==> config.mk <==
export PLATFORM = sky130hd
export DESIGN_NAME = rom_line_fetcher
export DESIGN_NICKNAME = d
export VERILOG_FILES = /design/src/rtl/rom_line_fetcher.sv
export SDC_FILE = /design/constraint.sdc
export NUM_CORES = 1
export LEC_CHECK = 0
export CAP_MARGIN = 20
export CORE_MARGIN = 4
export CORE_UTILIZATION = 40
export CTS_CLUSTER_DIAMETER = 60
export DETAILED_ROUTE_END_ITERATION = 8
export GPL_TIMING_DRIVEN = 0
export PLACE_DENSITY = 0.71
export SLEW_MARGIN = 25
export SYNTH_ARGS = -nofsm -noshare
export SYNTH_HDL_FRONTEND = slang
export SYNTH_SLANG_ARGS = --single-unit
==> constraint.sdc <==
create_clock -name clk -period 8.05 [get_ports clk]
set_input_delay 2.415 -clock clk [delete_from_list [all_inputs] [get_ports clk]]
set_output_delay 2.415 -clock clk [all_outputs]
set_load 0.05 [all_outputs]
==> src/rtl/rom_line_fetcher.sv <==
// rom_line_fetcher: refills one instruction-cache line from a word-addressed
// backing memory after a core miss, then presents the assembled line for a
// single cycle.
//
// Ports:
//   clk        - single clock, rising edge
//   reset      - asynchronous active-high reset
//   rom_re     - level refill request from the core
//   rom_addr   - byte address of the missed instruction
//   mem_rd     - backing-memory read request, held until mem_ack
//   mem_addr   - backing-memory word index ((byte address - BASE_ADDR) >> 2)
//   mem_ack    - mem_rdata valid this cycle
//   mem_rdata  - backing-memory read data
//   rom_out    - assembled line; element i is the word at line_base + 4*i
//   rom_oe     - one-cycle pulse: rom_out holds the complete requested line
//   busy       - high whenever a refill is in progress (not IDLE)
module rom_line_fetcher #(
    parameter int unsigned LINE_WORDS_LOG2 = 2,
    parameter logic [31:0] BASE_ADDR       = 32'h8000_0000
) (
    input  logic        clk,
    input  logic        reset,
    input  logic        rom_re,
    input  logic [31:0] rom_addr,
    output logic        mem_rd,
    output logic [31:0] mem_addr,
    input  logic        mem_ack,
    input  logic [31:0] mem_rdata,
    output logic [31:0] rom_out [1 << LINE_WORDS_LOG2],
    output logic        rom_oe,
    output logic        busy
);

    localparam int unsigned LINE_WORDS = 1 << LINE_WORDS_LOG2;
    localparam int unsigned CNT_W      = (LINE_WORDS_LOG2 > 0) ? LINE_WORDS_LOG2 : 1;
    localparam int unsigned OFF_BITS   = LINE_WORDS_LOG2 + 2;
    localparam logic [31:0] OFF_MASK   = (32'd1 << OFF_BITS) - 32'd1;
    localparam logic [CNT_W-1:0] LAST_IDX = CNT_W'(LINE_WORDS - 1);

    typedef enum logic [1:0] {
        IDLE  = 2'd0,
        FETCH = 2'd1,
        DONE  = 2'd2,
        COOL  = 2'd3
    } state_t;

    state_t            state_q, state_d;
    logic [CNT_W-1:0]  cnt_q, cnt_d;
    logic [31:0]       base_q, base_d;
    logic              wr_en_c;
    logic [31:0]       next_addr_c;

    // Next-state logic: latch the line on request, count acked words, then
    // spend one DONE cycle (pulse) and one COOL cycle (request ignored).
    always_comb begin
        state_d = state_q;
        cnt_d   = cnt_q;
        base_d  = base_q;
        wr_en_c = 1'b0;
        case (state_q)
            IDLE: begin
                if (rom_re) begin
                    base_d  = rom_addr & ~OFF_MASK;
                    cnt_d   = '0;
                    state_d = FETCH;
                end
            end
            FETCH: begin
                if (mem_ack) begin
                    wr_en_c = 1'b1;
                    if (cnt_q == LAST_IDX) begin
                        state_d = DONE;
                    end else begin
                        cnt_d = cnt_q + CNT_W'(1);
                    end
                end
            end
            DONE:    state_d = COOL;
            default: state_d = IDLE;
        endcase
    end

    // Word index of the next word to request; only meaningful while the
    // next state is FETCH, and unchanged across wait cycles.
    always_comb begin
        next_addr_c = ((base_d - BASE_ADDR) >> 2) + 32'(cnt_d);
    end

    // Control state register.
    always_ff @(posedge clk or posedge reset) begin
        if (reset) begin
            state_q <= IDLE;
            cnt_q   <= '0;
            base_q  <= '0;
        end else begin
            state_q <= state_d;
            cnt_q   <= cnt_d;
            base_q  <= base_d;
        end
    end

    // Outputs registered from the next state so they line up with the state
    // they describe, without a combinational path to the ports.
    always_ff @(posedge clk or posedge reset) begin
        if (reset) begin
            mem_rd   <= 1'b0;
            mem_addr <= '0;
            rom_oe   <= 1'b0;
            busy     <= 1'b0;
        end else begin
            mem_rd <= (state_d == FETCH);
            rom_oe <= (state_d == DONE);
            busy   <= (state_d != IDLE);
            if (state_d == FETCH) begin
                mem_addr <= next_addr_c;
            end
        end
    end

    // Line storage: one register per word, written only by an ack in FETCH.
    for (genvar g = 0; g < LINE_WORDS; g++) begin : g_word
        always_ff @(posedge clk or posedge reset) begin
            if (reset) begin
                rom_out[g] <= '0;
            end else if (wr_en_c && (cnt_q == CNT_W'(g))) begin
                rom_out[g] <= mem_rdata;
            end
        end
    end

endmodule

# Yosys cells after proc, flatten, opt, wreduce, memory -nomap -nowiden
# Cells that the tools add are included.
[word_totals]
register_bits = 199
elab_cells = 40
out_inout_bits = 163
inputBits = 68
[classes]
add_sub_neg = 3
eq_ne = 7
reduce_logical = 7
muxes = 12
[ops]
columns = ["cell", "count"]
rows = [
  ["2-to-1 mux 32 bit", 2],
  ["subtractor 32 bit, second input constant", 1],
  ["adder 30 x 2 -> 31 bit", 1],
  ["2-to-1 mux 2 bit", 6],
  ["equality test 2 bit, second input constant", 4],
  ["equality test 2 x 1 -> 1 bit, second input constant", 3],
  ["case mux 2 bit (3 select lines)", 1],
  ["logical AND 1 bit", 4],
  ["zero test 2 bit", 2],
  ["case mux 2 bit (2 select lines)", 1],
  ["adder 2 x 1 -> 2 bit, second input constant", 1],
  ["2-to-1 mux 1 bit", 2],
  ["nonzero test 2 bit", 1],
]

# Longest topological paths before layout
[depth]
depth_word = 5
ltp_mapped = 15
mapped_depth_nobuf = 12

# Worst setup path after synthesis
# OpenSTA, ideal clock, no wires.
[synth_timing]
path_kind = "input to register"
from = "in rom_re"
to = "reg mem_addr[26]"
setup_slack_ns = 2.642
setup_time_ns = 0.126
path_buffers = 3
arrival_time_ns = 5.282
stages = 11
path_cell_list = "or3b_1 > buf_6 > clkbuf_1 > clkbuf_1 > and2_1 > ha_1 > fa_1 > nor4b_1 > o21ai_1 > o311a_1 > a221o_1"
[synth_between]
elab_chain_cells = 4
word_cells_on_any_way = 9
[synth_rtl]
columns = ["element", "line_no", "text"]
rows = [
  ["start: declaration", "23", "input logic rom_re,"],
  ["2-to-1 mux 32 bit", "62", "if (rom_re) begin"],
  ["2-to-1 mux 32 bit", "60", "case (state_q)"],
  ["via base_d[2]", "49", "logic [31:0] base_q, base_d;"],
  ["subtractor 32 bit", "86", "next_addr_c = ((base_d - BASE_ADDR) >> 2) + 32'(cnt_d);"],
  ["adder 30 x 2 -> 31 bit", "86", ""],
  ["end signal: assignment", "115", "mem_addr <= next_addr_c;"],
  ["end: declaration", "26", "output logic [31:0] mem_addr,"],
]
# The timed path passes the listed nets, and every way through them passes these cells.
# A chain may end at the register's enable or synchronous reset.

# Worst setup path after layout
# Same ends and word-level chain as after synthesis.

==> metrics.md <==
| Metric | Value |
|---|---|
| Max-cap violations | `0` |
| Hold-fix buffers, CTS | `0` |
| Crit path cell chain | `clkdlybuf4s50_1, or3b_1, buf_6, clkbuf_1, clkbuf_1, and2_1, ha_1, fa_1, nor4b_1, o21ai_1, o311a_1, a221o_1` |
| Cell variety after synth | `60` |
| H-tree levels | `4` |
| CTS tree | `done` |
| Mux share of post-synthesis cell area | `0.195` |
| EDFF count, synth | `0` |
| N_diodes | `0` |
| Share of layout cells above drive strength 1 | `0.199` |
| Syn-to-layout area delta | `39.3%` |
| Worst min path class | `reg2reg` |
| Pin count of the biggest net entering global routing | `77` |
| Critical path's largest stage delay | `0.76 ns` |
| Crit Path Category | `in2reg` |
| Layout Skew | `0.0169 ns` |
| # clock sinks | `196` |
| Yosys warning count | `0` |
| Vias in the first global route | `6265` |
| Clock Latency Late Sink | `0.44 ns` |
| Final Wtd Congestion | `0.865` |
| Final Setup Violations | `0` |
| Area leader, netlist | `dfrtp_1` |
| Post-Syn Area | `0.00828 mm2` |
| Routed Antenna Nets | `0` |
| Critical path required time | `8.37 ns` |
| Synthesized flop and latch total | `196` |
| Fmax | `158 MHz` |
| Cells after Synth | `657` |
| Share of the synthesized area in the top cell type | `0.592` |
| Critical path's most frequent cell | `clkbuf_1` |
| Status | `finished, final reports clean` |
| Vias/cell | `5.21` |
| Die X | `152 um` |
| Top FF cell, synth | `dfrtp_1` |
| Post_cts resized | `0` |
| CP Capture Type | `flip-flop` |
| Initial DRC Count | `395` |
| Die Height | `152 um` |
| Synthesized net count | `728` |
| CTS max path bufs | `2` |
| Tmin final | `6.33 ns` |
| Drt first pass iters | `5` |
| Synth Area in Adders | `0.00544` |
| Tcrit/Tclk final | `0.787` |
| Final hold vios | `0` |
| RSZ-0062 raised after global routing | `no` |
| Avg Inst Size Synth | `12.6 um2` |
| Critical path launch point type | `input port` |
| Area post-placement | `0.0109 mm2` |
| Core box area | `0.0203 mm2` |
| First-pass GRT wire length | `35.8 mm` |
| Clock buffer count from CTS | `17` |
| Post-route cell area | `0.0115 mm2` |
| Post-CTS Setup Inserts | `0` |
| Slowest cell on crit path | `nor4b_1` |
| Crit path DAT | `6.65 ns` |
| Drt drc | `0` |
| Synth Area in Compound Gates | `0.0604` |
| Async S/R FF share, synth | `1.00` |
| Sequential fraction of the synthesis area | `0.592` |
| Clock Tree Root | `clkbuf_16` |
| DP Wirelength | `16.6 mm` |
| NumNets Final | `974` |
| Die area | `0.0231 mm2` |
| Post-synthesis simple-gate area fraction | `0.106` |
| Main combinational cell family by area after synthesis | `multiplexers` |
| Dominant cells by area after synthesis | `dfrtp_1 59%, mux2_2 18%, nand2_1 4.2%` |
| Total I/O pin count | `231` |
| WL final | `22.3 mm` |
| Worst Max-Slew Pin Slew | `0.871 ns` |
| Port Buffers | `225` |
| Initial Util | `0.408` |
| GRT Util Overall | `0.193` |
| Area share of xor/xnor cells in the synthesized design | `0.0159` |
| Std-Cell Rows | `52` |
| GR Overflow Total | `0` |
| WL/cell | `18.8 um` |
| Max FO, Critical Path | `10` |
| Via count | `6184` |
| Slew margin rel. | `0.411` |
| Max-slew violations | `0` |
| Initial antenna violation count | `0` |
| Clock-pin slew on the worst setup and hold paths | `0.08 ns` |
==> flip-flops by register name (all words and copies together) (netlist names) <==
register  count
base_q       30
cnt_q         2
busy          1
state_q       2
mem_rd        1
rom_out     128
rom_oe        1
mem_addr     31
==> metrics by stage <==
stage / utilization / setup WS, ns / hold WS (ns) / TNS [ns] / std cells
floorplan: - / 0.294 / 0.454 / 0 / 657
global placement: 0.536 / -2.42 / 0.462 / -469.82 / 1152
detailed placement: 0.539 / 1.24 / 0.470 / 0 / 1154
CTS: 0.568 / 1.76 / 0.487 / 0 / 1186
global route: 0.568 / 1.35 / 0.516 / 0 / 1186
finish: 0.568 / 1.72 / 0.480 / 0 / 1186
==> logic make-up after synthesis <==
family,count (synthesis)
AND/OR/NAND/NOR,177
other,1
buffers and inverters,47
multiplexers,145
XOR/XNOR,15
adder cells (fa/ha/maj),3
AO/OA/AOI/OAI,73
flip-flops,196
==> placed cells by master, fill, tap and decap left out, drive strengths merged, types with 3 or more instances in the layout <==
master         netlist  layout
clkbuf              23      40
nor4                 5       5
o21ai               22      22
mux2               132     132
nand4               11      11
and4                 8       8
xnor2                8       8
or4                  7       7
xor2                 7       7
o31ai                9       9
nand2               93      93
buf                  9      11
a31oi                8       8
mux2i               13      13
clkinv               1       7
dfrtp              196     196
or2                  3       3
and2                 6       6
a21oi                7       7
nand3               14      14
inv                 14      23
nor2                 9       9
nor3                 9       9
clkdlybuf4s50        0     225
o211ai               4       4
==> path summary, 6_finish.rpt <==
path | start | end | slack, ns | cells past startpoint
worst min-delay path | mem_addr[20] | mem_addr[20] | 0.48 | 2
min in group asynchronous | reset | rom_out[39] | 2.40 | 2
max in group asynchronous | reset | base_q[11] | 4.62 | 4
worst min register to register | mem_addr[20] | mem_addr[20] | 0.48 | 2
worst max-delay path | rom_re | mem_addr[26] | 1.72 | 12
worst max register to register | state_q[1] | mem_addr[26] | 3.77 | 12
==> critical path: cells and delay by family <==
family | cells | cell delay [ns]
buf+inv | 4 | 1.49
simple gates | 3 | 1.19
fa+ha+maj | 2 | 0.56
compound gates | 3 | 0.99
==> metal layers <==
metal / vias up / routed length, um / GRT usage
met5: - / 0 / 0
met4: 0 / 205 / 0.0381
met3: 18 / 1440 / 0.0429
met2: 272 / 10500 / 0.318
met1: 3058 / 10100 / 0.267
li1: 2836 / - / -
==> final cells by class <==
| type | count | area (um2) |
|---|---|---|
| sequential | 196 | 4900 |
| tap | 270 | 338 |
| inverter | 15 | 63.8 |
| buffer | 32 | 145 |
| timing repair buffer | 227 | 2310 |
| clock buffer | 17 | 425 |
| fill | 1757 | 8770 |
| clock inverter | 15 | 173 |
| multi-input combinational | 414 | 3170 |
==> cells in the mapped netlist (2+ instances only) <==
cell	n
nor3b_1	2
xor2_1	7
nand4_1	11
nand4b_1	2
xnor2_1	8
clkbuf_1	23
nand3_1	14
a21o_1	2
buf_2	5
buf_6	2
and4_1	8
a221o_1	2
or4_4	2
mux2_2	132
and2_1	6
o31ai_1	9
mux2i_1	13
o21ai_0	21
ha_1	2
o21bai_1	2
o211ai_1	4
nor4_1	5
a31oi_1	8
nor2_1	9
a21oi_1	7
nor3_1	9
nor4b_1	2
or2_2	3
dfrtp_1	196
and3_1	2
or4_1	5
inv_1	14
nand2_1	93
Power is not shown: default switching activity piles up to over one toggle a cycle in this logic, so the estimate is an artifact.
